## config.mk

```make
export PLATFORM = sky130hd
export DESIGN_NAME = hazard_control_unit
export DESIGN_NICKNAME = d
export VERILOG_FILES = /design/src/rtl/hazard_control_unit.sv
export SDC_FILE = /design/constraint.sdc
export NUM_CORES = 1
export LEC_CHECK = 0
export ABC_CLOCK_PERIOD_IN_PS = 4700
export CAP_MARGIN = 20
export CELL_PAD_IN_SITES_DETAIL_PLACEMENT = 2
export CELL_PAD_IN_SITES_GLOBAL_PLACEMENT = 2
export CORE_MARGIN = 4
export CORE_UTILIZATION = 22
export DETAILED_ROUTE_END_ITERATION = 6
export GPL_TIMING_DRIVEN = 0
export PLACE_DENSITY = 0.88
export SYNTH_ARGS = -nofsm -noshare
export SYNTH_HDL_FRONTEND = slang
export SYNTH_SLANG_ARGS = --single-unit
```

## constraint.sdc

```tcl
create_clock -name CLK -period 4.7 [get_ports CLK]
set_input_delay 0.94 -clock CLK [delete_from_list [all_inputs] [get_ports CLK]]
set_output_delay 0.94 -clock CLK [all_outputs]
set_load 0.1 [all_outputs]
```

## src/rtl/hazard_control_unit.sv

```systemverilog
// Pipeline sequencer for the 5-stage MIPS core: latch advance/hold/bubble and PC enable.
// Optional build macro HAZARD_PERF_EN adds stall_cycles / squash_count counters.
module hazard_control_unit #(
   parameter int REG_W        = 5,
   parameter int DRAIN_CYCLES = 2
) (
   input  logic             CLK,
   input  logic             RST,
   input  logic             idex_memread,
   input  logic [REG_W-1:0] idex_rd,
   input  logic [REG_W-1:0] ifid_rs,
   input  logic [REG_W-1:0] ifid_rt,
   input  logic             ifid_uses_rt,
   input  logic             redirect,
   input  logic             ihit,
   input  logic             dmem_req,
   input  logic             dhit,
   input  logic             halt_mem,
   output logic             pc_en,
   output logic             ifid_en,
   output logic             idex_en,
   output logic             exmem_en,
   output logic             memwb_en,
   output logic             ifid_flush,
   output logic             idex_flush,
   output logic             memwb_flush,
   output logic             halt_out,
   output logic [2:0]       dbg_state
`ifdef HAZARD_PERF_EN
   ,
   output logic [31:0]      stall_cycles,
   output logic [15:0]      squash_count
`endif
);

   localparam logic [2:0] ST_RUN        = 3'd0;
   localparam logic [2:0] ST_DWAIT      = 3'd1;
   localparam logic [2:0] ST_REDIR_PEND = 3'd2;
   localparam logic [2:0] ST_DRAIN      = 3'd3;
   localparam logic [2:0] ST_HALTED     = 3'd4;

   // The halt cycle itself is the first drain cycle, so DRAIN lasts DRAIN_CYCLES-1 cycles.
   localparam logic [1:0] DRAIN_LAST = (DRAIN_CYCLES >= 2) ? 2'(DRAIN_CYCLES - 2) : 2'd0;

   logic [2:0] r_state;
   logic [1:0] r_cnt;
   logic       r_redir_pend;

   logic [2:0] w_next_state;
   logic [1:0] w_next_cnt;
   logic       w_next_pend;
   logic       w_dwait;
   logic       w_redir_req;
   logic       w_load_use;
   logic       w_redir_evt;
   logic       w_pc_en;
   logic       w_ifid_adv, w_idex_adv, w_exmem_adv, w_memwb_adv;
   logic       w_ifid_fl, w_idex_fl, w_memwb_fl;

   assign w_dwait     = ~dhit & (dmem_req | (r_state == ST_DWAIT));
   assign w_redir_req = redirect | r_redir_pend | (r_state == ST_REDIR_PEND);
   assign w_load_use  = idex_memread & (idex_rd != '0) &
                        ((idex_rd == ifid_rs) | (ifid_uses_rt & (idex_rd == ifid_rt)));

   always_comb begin
      w_pc_en      = 1'b0;
      w_ifid_adv   = 1'b0;
      w_idex_adv   = 1'b0;
      w_exmem_adv  = 1'b0;
      w_memwb_adv  = 1'b0;
      w_ifid_fl    = 1'b0;
      w_idex_fl    = 1'b0;
      w_memwb_fl   = 1'b0;
      w_redir_evt  = 1'b0;
      w_next_state = r_state;
      w_next_cnt   = r_cnt;
      w_next_pend  = r_redir_pend;
      if (r_state == ST_HALTED) begin
         w_next_state = ST_HALTED;
      end else if (r_state == ST_DRAIN) begin
         w_ifid_fl   = 1'b1;
         w_idex_adv  = 1'b1;
         w_exmem_adv = 1'b1;
         w_memwb_adv = 1'b1;
         if (r_cnt == DRAIN_LAST) begin
            w_next_state = ST_HALTED;
         end else begin
            w_next_cnt = r_cnt + 2'd1;
         end
      end else if (w_dwait) begin
         // Everything up to EX/MEM freezes; a redirect arriving now is remembered.
         w_memwb_fl   = 1'b1;
         w_next_state = ST_DWAIT;
         w_next_pend  = w_redir_req;
      end else if (halt_mem) begin
         w_ifid_fl    = 1'b1;
         w_idex_adv   = 1'b1;
         w_exmem_adv  = 1'b1;
         w_memwb_adv  = 1'b1;
         w_next_state = (DRAIN_CYCLES <= 1) ? ST_HALTED : ST_DRAIN;
         w_next_cnt   = 2'd0;
         w_next_pend  = 1'b0;
      end else if (w_redir_req) begin
         w_ifid_fl    = 1'b1;
         w_idex_fl    = 1'b1;
         w_exmem_adv  = 1'b1;
         w_memwb_adv  = 1'b1;
         w_pc_en      = ihit;
         w_redir_evt  = (r_state != ST_REDIR_PEND);
         w_next_state = ihit ? ST_RUN : ST_REDIR_PEND;
         w_next_pend  = 1'b0;
      end else if (w_load_use) begin
         w_idex_fl    = 1'b1;
         w_exmem_adv  = 1'b1;
         w_memwb_adv  = 1'b1;
         w_next_state = ST_RUN;
      end else if (!ihit) begin
         w_ifid_fl    = 1'b1;
         w_idex_adv   = 1'b1;
         w_exmem_adv  = 1'b1;
         w_memwb_adv  = 1'b1;
         w_next_state = ST_RUN;
      end else begin
         w_pc_en      = 1'b1;
         w_ifid_adv   = 1'b1;
         w_idex_adv   = 1'b1;
         w_exmem_adv  = 1'b1;
         w_memwb_adv  = 1'b1;
         w_next_state = ST_RUN;
      end
   end

   always_ff @(posedge CLK or posedge RST) begin
      if (RST) begin
         r_state      <= ST_RUN;
         r_cnt        <= 2'd0;
         r_redir_pend <= 1'b0;
      end else begin
         r_state      <= w_next_state;
         r_cnt        <= w_next_cnt;
         r_redir_pend <= w_next_pend;
      end
   end

   // Flush wins over enable on the same latch; reset forces every control low.
   assign pc_en       = ~RST & w_pc_en;
   assign ifid_en     = ~RST & w_ifid_adv & ~w_ifid_fl;
   assign idex_en     = ~RST & w_idex_adv & ~w_idex_fl;
   assign exmem_en    = ~RST & w_exmem_adv;
   assign memwb_en    = ~RST & w_memwb_adv & ~w_memwb_fl;
   assign ifid_flush  = ~RST & w_ifid_fl;
   assign idex_flush  = ~RST & w_idex_fl;
   assign memwb_flush = ~RST & w_memwb_fl;
   assign halt_out    = ~RST & (r_state == ST_HALTED);
   assign dbg_state   = r_state;

`ifdef HAZARD_PERF_EN
   logic r_unused_guard;
   logic w_stall_st;
   logic [31:0] r_stall_cycles;
   logic [15:0] r_squash_count;

   assign w_stall_st = (r_state == ST_RUN) | (r_state == ST_DWAIT) | (r_state == ST_REDIR_PEND);

   always_ff @(posedge CLK or posedge RST) begin
      if (RST) begin
         r_stall_cycles <= '0;
         r_squash_count <= '0;
         r_unused_guard <= 1'b0;
      end else begin
         r_unused_guard <= 1'b0;
         if (w_stall_st && !w_pc_en && (r_stall_cycles != '1)) begin
            r_stall_cycles <= r_stall_cycles + 32'd1;
         end
         if (w_redir_evt && (r_squash_count != '1)) begin
            r_squash_count <= r_squash_count + 16'd1;
         end
      end
   end

   assign stall_cycles = r_stall_cycles;
   assign squash_count = r_squash_count;
`endif

endmodule

```

# Word-level counts from Yosys, hierarchy flattened
# Cells that the tools add are included.
[totals]
elab_cells = 96
ram_bits = 0
rom_bits = 0
out_inout_bits = 12
memories = 0
latch_bits = 0
register_bits = 6
[op_classes]
n_lt_le_gt_ge = 0
shifts = 0
reduce_logical = 6
eq_ne = 9
mul = 0
bitwise = 26
addsub = 1
n_mux = 51
n_div = 0
[op_table]
columns = ["op", "n"]
rows = [
  ["$mux 1", 40],
  ["$mux 2", 8],
  ["$and 1x1->1", 15],
  ["$eq 5x5->1", 2],
  ["$mux 3", 3],
  ["$not 1->1", 7],
  ["$eq 3x2->1 const B", 2],
  ["$reduce_bool 5->1", 1],
  ["$or 1x1->1", 4],
  ["$reduce_and 4->1", 1],
  ["$eq 3x1->1 const B", 1],
  ["$eq 3x3->1 const B", 1],
  ["$ne 3x1->1 const B", 1],
  ["$reduce_and 3->1", 1],
  ["$reduce_bool 3->1", 1],
  ["$add 2x1->2 const B", 1],
  ["$logic_not 2->1", 1],
  ["$ne 2x1->1 const B", 1],
  ["$ne 2x2->1 const B", 1],
  ["$reduce_bool 2->1", 1],
]

# Depth between registers and ports, before layout
# Gate-level depths: netlist (run 1).
[depth]
ltp_word = 12
mapped_depth = 5

# Least setup slack after synthesis (run 1)
# Ideal clock, no wire load.
[synth_timing]
kind = "reg2out"
start = "reg r_state[0] (netlist: dbg_state[0])"
end = "out memwb_flush"
stages_incl_launch_ff = 4
arrival_time_ns = 4.521
n_path_buf = 0
slack_ns = -0.761
required_ns = 3.760
cell_sequence = "dfrtp_1 nor4b_2 nor2_1 nor4_1"
[synth_between]
elab_chain_len = 7
word_cells_on_any_way = 9
[synth_lines]
columns = ["item", "line", "rtl"]
rows = [
  ["start, declared", "45", "logic [2:0] r_state;"],
  ["start signal, assigned", "139", "r_state <= w_next_state;"],
  ["$eq 3x1->1", "60", "assign w_dwait = ~dhit & (dmem_req | (r_state == ST_DWAIT));"],
  ["$or 1x1->1", "60", ""],
  ["$and 1x1->1", "60", ""],
  ["$mux 1", "90", "end else if (w_dwait) begin"],
  ["$mux 1", "80", "end else if (r_state == ST_DRAIN) begin"],
  ["$mux 1 (*)", "78", "if (r_state == ST_HALTED) begin"],
  ["$and 1x1->1 (*)", "153", "assign memwb_flush = ~RST & w_memwb_fl;"],
  ["end, declared", "26", "output logic memwb_flush,"],
]
# Every way passes the cells marked *; elsewhere a longest branch is shown, timed or not.

# Worst setup path after layout (run 1)
[layout_timing]
start = "in idex_rd[1]"
end = "out pc_en"
[layout_between]
elab_chain_len = 11
word_cells_on_any_way = 14
[layout_lines]
columns = ["item", "line", "rtl"]
rows = [
  ["start, declared", "10", "input logic [REG_W-1:0] idex_rd,"],
  ["$eq 5x5->1", "63", "((idex_rd == ifid_rs) | (ifid_uses_rt & (idex_rd == ifid_rt)));"],
  ["$and 1x1->1", "63", ""],
  ["$or 1x1->1", "63", ""],
  ["$and 1x1->1 (*)", "62", "assign w_load_use = idex_memread & (idex_rd != '0) &"],
  ["$mux 1 (*)", "112", "end else if (w_load_use) begin"],
  ["$mux 1 (*)", "103", "end else if (w_redir_req) begin"],
  ["$mux 1 (*)", "95", "end else if (halt_mem) begin"],
  ["$mux 1 (*)", "90", ""],
  ["$mux 1 (*)", "80", ""],
  ["$mux 1 (*)", "78", ""],
  ["$and 1x1->1 (*)", "146", "assign pc_en = ~RST & w_pc_en;"],
  ["end, declared", "19", "output logic pc_en,"],
]
# Marked as above.

==> results of run 1 <==
[worst max-delay path by stage]
stage                        startpoint          end  slack, ns  depth (start not counted)
2_1_floorplan  dbg_state[0]$_DFFE_PP0P_  memwb_flush       0.41                          3
3_3_place_gp                 idex_rd[1]   ifid_flush       0.08                          6
3_5_place_dp                 idex_rd[1]   ifid_flush       0.06                          6
4_1_cts                      idex_rd[1]   ifid_flush       0.05                          6
5_1_grt                      idex_rd[1]        pc_en       0.11                          5
6_report                     idex_rd[1]        pc_en       0.20                          5
[layout make-up]
type / instances / area (sq um)
Inverter: 6 / 22.52
Multi-Input combinational cell: 70 / 509.2
Buffer: 1 / 5.005
Fill cell: 322 / 1752
Sequential cell: 6 / 150.1
Tap cell: 31 / 38.79
Clock buffer: 3 / 22.52
Timing Repair Buffer: 35 / 352.8
[layer usage]
metal  global-route usage [%]  up-vias  share of wire, %
met4                    4.043        0              0.60
met2                    26.47       28                53
li1                         -      388                 -
met5                        0        -                 0
met1                    15.65      385                43
met3                    2.487        2               4.3
[cell usage in the layout, fill, tap and decap left out, drive strengths merged, types with 2 or more instances in the layout]
cell type	netlist	layout
nor2	7	7
or4	2	2
and2	2	2
a31oi	2	2
nor4	2	2
clkdlybuf4s50	0	34
xnor2	11	11
inv	6	6
nand3	2	2
nor3	3	3
nand2	3	3
nor3b	2	2
o21ai	5	5
nand4	2	2
nand2b	2	2
and3	2	2
clkbuf	0	3
a21oi	6	6
dfrtp	6	6
[Yosys cell counts (2+ instances only)]
cell	n	area, sq um
o21ai_0	4	20.02
nand2_1	3	11.26
nor3_1	3	15.01
nand3_1	2	10.01
xnor2_1	11	96.34
a21oi_1	5	25.02
nand4_1	2	12.51
nor3b_2	2	25.02
a31oi_1	2	12.51
dfrtp_1	6	150.1
nor2_1	7	26.28
inv_1	6	22.52
and3_1	2	12.51
or4_1	2	15.01
nand2b_1	2	12.51
[worst register-to-register path, delay by kind of cell (launching register included)]
kind,cells,cell delay [ns]
and+or+nand+nor,2,0.66
AOI/OAI and AO/OA,2,0.46
DFF,1,0.44
[where the power goes]
| part | total (uW) | internal [uW] | switching, uW | leakage [uW] |
|---|---|---|---|---|
| sequential | 103 | 72.9 | 30.1 | 0.0000754 |
| clock | 47.8 | 28.9 | 18.9 | 0.0000138 |
| combinational | 473 | 145 | 328 | 0.000347 |
[what timing repair did]
action / CTS / global route
gates resized for setup: 0 / 1
setup endpoints to repair: 0 / 1
setup buffers: 0 / 0
[flip-flops by register name, indices dropped and copies added (netlist names)]
name and cells:
dbg_state 3, r_cnt 2, r_redir_pend 1
[logic make-up (layout without fill, tap and decap cells)]
kind of cell	after synthesis	count (layout)	share of synthesized area, %
flops	6	6	22.06
xor+xnor	11	11	14.15
compound gates	24	24	25.74
buf+inv	7	45	4.043
fa+ha+maj	1	1	1.838
simple gates	34	34	32.17
[metrics by stage]
step | hold WS [ns] | instance area (sq um) | setup slack (ns) | util, % | power [uW]
after detailed placement | 0.4886 | 1076 | 0.05968 | 37.72 | 579.1
after CTS | 0.5023 | 1099 | 0.04872 | 38.51 | 630.8
final | 0.5031 | 1101 | 0.2032 | 38.60 | 624.1
after floorplan | 0.4658 | 686.9 | 0.4068 | - | 451.5
after global placement | 0.4772 | 1076 | 0.08186 | 37.72 | 560.3
after global routing | 0.5330 | 1101 | 0.1123 | 38.60 | 666.5
==> impl_results.md, run 1 <==
* Post-DP HPWL at 2.277 mm
* Cells after DPL at ~150
* Area growth from synthesis to layout at 61.77%
* Final non-filler cell total at 152
* Clk_lat worst skew at between 0.2 and 0.25 ns
* CP startpoint kind: primary input
* Total CTS buffers at 3
* Leak Pwr at approximately 0.00044 uW
* Io pins at 36
* RSZ-0062 raised after global routing: false
* IR drop worst, VDD at 0.2970 mV
* Layout cells sized above 1 at between 10 and 15%
* Setup TNS at 0 ns
* Vias at 803
* CP Class: primary input to output port
* CP delay by family, top: buffers and inverters
* Post-Syn Area per Cell at between 8 and 9 sq um
* R2r endpoint: dbg_state[1]$_DFFE_PP0P_
* Max Clk Rate at 0.2224 GHz
* Worst Path Buf+Inv at 2
* Hold Crit Class: flop to flop
* Net count, final at between 100 and 150
* Iteration-0 DRC count of the detailed router at 10
* CTS root buf: clkbuf_4
* CP dominant cell by count: clkdlybuf4s50_1
* Hold path cells at 1
* Pwr Density at approximately 570 nW/um^2
* WL/cell at 17.64 um
* Clk sink count at 6
* DR vias/cell at approximately 5.3
* FP Rows at 19
* Slew headroom at 33.85%
* Global route total overflow at 0
* Critical-path cell list: clkdlybuf4s50_1 -> or4_1 -> o21a_1 -> a31oi_1 -> clkdlybuf4s50_1
* Number of global-route vias before repair at 895
* Initial core utilization at about a quarter
* Max FO, Critical Path at 5
* Max_cap viols at 0
* Max Slew Vio Count at 0
* Total GRT Usage at between 10 and 15%
* First-pass GRT wire length at 4.464 mm
* Longest Clk Path Bufs at 2
* Initial antenna violation count at 0
* Cell count of the worst reg-to-reg path at 4
* Top FF cell, synth: dfrtp_1
* Worst Skew at between 0.002 and 0.0025 ns
* Slowest CP cell: clkdlybuf4s50_1
* Synth Net Count at approximately 110
* Critical Path AT at between 3 and 4 ns
* DIE AREA at 4048 sq um
* Initial DRT Pass Iterations at 2
* EDFF count, synth at 0
* CTS Hold Buffers Added at 0
* Antenna-violating nets left at 0
* Mapped cell area at about 680 sq um
* Fin crit period at between 4 and 5 ns
* Sequential share of the synthesized area at roughly 22%
* Cells after Synth at 83
* Hold Path Sink: r_cnt[1]$_DFFE_PP0P_
* Setup-failing EPs final at 0
* CTS H-tree depth at 1
* Die width at between 60 and 70 um
* Synth async-reset ratio at between 90% and 100%
* Unique masters post-synth at 39
* CP peak stage delay at 1.16 ns
* DRT Wirelength at between 2 and 3 mm
* Placer Congestion at 0.7260
* Crit end category: output port
* Final Hold Vio Count at 0
* Die height at 63.62 um
* CP Data Required Time at between 3 and 4 ns
* R2R setup slack at 3.05 ns
* Worst slew pin tran at 0.9892 ns
* DRC at 0
* Pin count of the biggest net entering global routing at 11
* RR Startpoint: dbg_state[0]$_DFFE_PP0P_
* Clock transition at path regs at about 0.040 ns
* Seq cells post-synth at 6
* # diodes at 0
* Number of port buffers at 35
* Status: complete, no violations
* Min-delay src: r_cnt[1]$_DFFE_PP0P_
* Core box area at roughly 2900 sq um
* CTS tree: done
* Synth warnings at 0
* Crit share post-route at 95.68%
Note: power is estimated with default switching activity, not from simulation.
==> run 2, diff against run 1 <==
SLEW_MARGIN = 10   (was default)
==> results of run 2 <==
No change in the layout: final DEF, timing and power equal those of run 1.
==> run 3, diff against run 2 <==
CORE_MARGIN = default   (was 4)
SLEW_MARGIN = 20   (was 10)
==> run 3 against run 2 <==
The run now ends with design-rule violations left. Sequential power is essentially flat. Utilization did not move. Global-route usage increased by 2.1 points. Largest power group unchanged. Cell count is the same. Via count is 1.4% lower. Total power decreased by 0.90%. Critical endpoint is now idex_en. Worst setup slack got worse by 0.0089 ns. Non-clock buffer count unchanged. Sequential cell count unchanged. Clock power shrank 4%. Combinational power about the same.
==> impl_results.md, run 3 (same netlist as run 1, synthesis figures left out) <==
* Max Clk Rate at 0.2219 GHz (-0.20%)
* Reg area at 150.1 sq um (unchanged)
* CTS root buf: clkbuf_4
* Post CTS Setup Buffer Count at 0 (unchanged)
* Total Power at 618.6 uW (-0.90%)
* Fin crit period at 4.506 ns (+0.008858 ns)
* # diodes at 0 (unchanged)
* Critical Path AT at 3.57 ns (about the same)
* DR vias/cell at 5.211 (-1.4%)
* Placer Congestion at 0.6867 (-5.4%)
* Leak Pwr at 0.0004358 uW (unchanged)
* Number of global-route vias before repair at 889 (-0.67%)
* Number of port buffers at 35 (unchanged)
* Setup TNS at 0 ns (unchanged)
* Pin count of the biggest net entering global routing at 11 (unchanged)
* Commonest non-fill, non-tap cell in the layout: clkdlybuf4s50_1
* Initial DRT Pass Iterations at 5 (+3)
* Wire length on met2 at 1.402 mm (-0.50%)
* Max FFs per register at 3 (unchanged)
* Core box area at 2853 sq um (unchanged)
* Max FO, Critical Path at 5 (unchanged)
* DRC at 6 (+6)
* CP peak stage delay at 1.16 ns (about the same)
* Clk sink count at 6 (unchanged)
* Post-DP HPWL at 2.171 mm (-4.7%)
* Clock transition at path regs at 0.04 ns (about the same)
* Crit end category: output port
* Clk_lat worst skew at 0.24 ns (about the same)
* Global route total overflow at 0 (unchanged)
* DIE AREA at 3320 sq um (-18%)
* Worst slew pin tran at 0.9957 ns (+0.006527 ns)
* Crit share post-route at 95.87% (+0.19 points)
* Setup-failing EPs final at 0 (unchanged)
* Cells after DPL at 149 (unchanged)
* Worst Skew at 0.002789 ns (+0.0005388 ns)
* WL/cell at 16.73 um (-5.2%)
* Initial core utilization at 23.86% (unchanged)
* Final Hold Vio Count at 0 (unchanged)
* CP delay by family, top: buffers and inverters
* Met3 WL post-DR at 191 um (+65%)
* Layout cells sized above 1 at 11.57% (unchanged)
* Antenna-violating nets left at 0 (unchanged)
* Io pins at 36 (unchanged)
* CTS H-tree depth at 1 (unchanged)
* Total CTS buffers at 3 (unchanged)
* Worst Path Buf+Inv at 2 (unchanged)
* CP startpoint kind: primary input
* FP Rows at 19 (unchanged)
* Pwr Density at 561.8 nW/um^2 (-0.90%)
* Area of the multi-input gates at 509.2 sq um (unchanged)
* Hold WS at 0.5050 ns (+0.001903 ns)
* CP Class: primary input to output port
* Most frequent cells in the layout: 34 x clkdlybuf4s50_1, 11 x xnor2_1, 7 x nor2_1
* Fillers at 332 (+3.1%)
* Total GRT Usage at 16.05% (+2.1 points)
* Slew headroom at 33.41% (-0.44 points)
* CTS Hold Buffers Added at 0 (unchanged)
* Vias at 792 (-1.4%)
* CP Data Required Time at 3.76 ns (about the same)
* Net count, final at 148 (unchanged)
* Longest Clk Path Bufs at 2 (unchanged)
* Critical-path cell list: clkdlybuf4s50_1 -> or4_1 -> o21a_1 -> a31oi_1 -> clkdlybuf4s50_1
* Post-Route M1 WL at 949 um (-17%)
* Iteration-0 DRC count of the detailed router at 16 (+6)
* Area growth from synthesis to layout at 61.77% (unchanged)
* Status: complete, but fails checks
* DRT Wirelength at 2.543 mm (-5.2%)
* Max Slew Vio Count at 0 (unchanged)
* Post_cts resized at 0 (unchanged)
* First-pass GRT wire length at 4.064 mm (-9.0%)
* Failing checks: design-rule violations
* Final non-filler cell total at 152 (unchanged)
* IR drop worst, VDD at 0.3004 mV (+1.2%)
* RSZ-0062 raised after global routing: false
* CP dominant cell by count: clkdlybuf4s50_1
* Max_cap viols at 0 (unchanged)
* CTS tree: done
* Slowest CP cell: clkdlybuf4s50_1
* Initial antenna violation count at 0 (unchanged)
* Hold Crit Class: flop to flop
* Top Layer Used: met3
* Die width at 57.62 um (-9.4%)
* Die height at 57.62 um (-9.4%)
## run 3: cell counts in the layout (fill, tap and decap cells not counted)
No cell type changed its count.
## run 3: worst paths after layout
check	from	endpoint	slack, ns	cells after the start
max	idex_rd[1]	idex_en	0.19	5
max reg2reg	dbg_state[0]$_DFFE_PP0P_	dbg_state[1]$_DFFE_PP0P_	3.06	4
min reg2reg	r_cnt[1]$_DFFE_PP0P_	r_cnt[1]$_DFFE_PP0P_	0.50	1
min	r_cnt[1]$_DFFE_PP0P_	r_cnt[1]$_DFFE_PP0P_	0.50	1
max in group asynchronous	RST	dbg_state[1]$_DFFE_PP0P_	3.26	2
min in group asynchronous	RST	dbg_state[0]$_DFFE_PP0P_	1.20	2
## run 3: per-layer routing
metal  track usage, %  vias to the layer above
met3            2.455                        0
met5                0                        -
met1            16.83                      378
met4            3.136                        0
met2            33.06                       27
li1                 -                      387
## run 3: power by group
| group | leakage (uW) | internal [uW] | switching, uW |
|---|---|---|---|
| sequential | 0.0000754 | 73.0 | 29.6 |
| combinational | 0.000347 | 146 | 324 |
| clock | 0.0000138 | 28.8 | 17.2 |
## run 3: layout make-up
| type | instances | share of cell area [%] |
|---|---|---|
| plain buffers | 1 | 0.4545 |
| clock buffers | 3 | 2.045 |
| inverters | 6 | 2.045 |
| multi-input cells | 70 | 46.25 |
| flip-flops and latches | 6 | 13.64 |
| well taps | 31 | 3.523 |
| repair buffers | 35 | 32.05 |
## run 3: worst reg2reg max path, cell delays in order, from the launching register on
cell	delay, ns
dfrtp_1	0.44
nor4b_2	0.22
nor2_1	0.44
o21ai_1	0.16
a221oi_2	0.28
## run 3: stage by stage
stage	utilization [%]	setup slack (ns)	area, sq um
after CTS	38.51	0.02877	1099
final	38.60	0.1943	1101
after floorplan	-	0.4068	686.9
after global placement	37.72	0.08714	1076
after global routing	38.60	0.1188	1101
after detailed placement	37.72	0.04390	1076
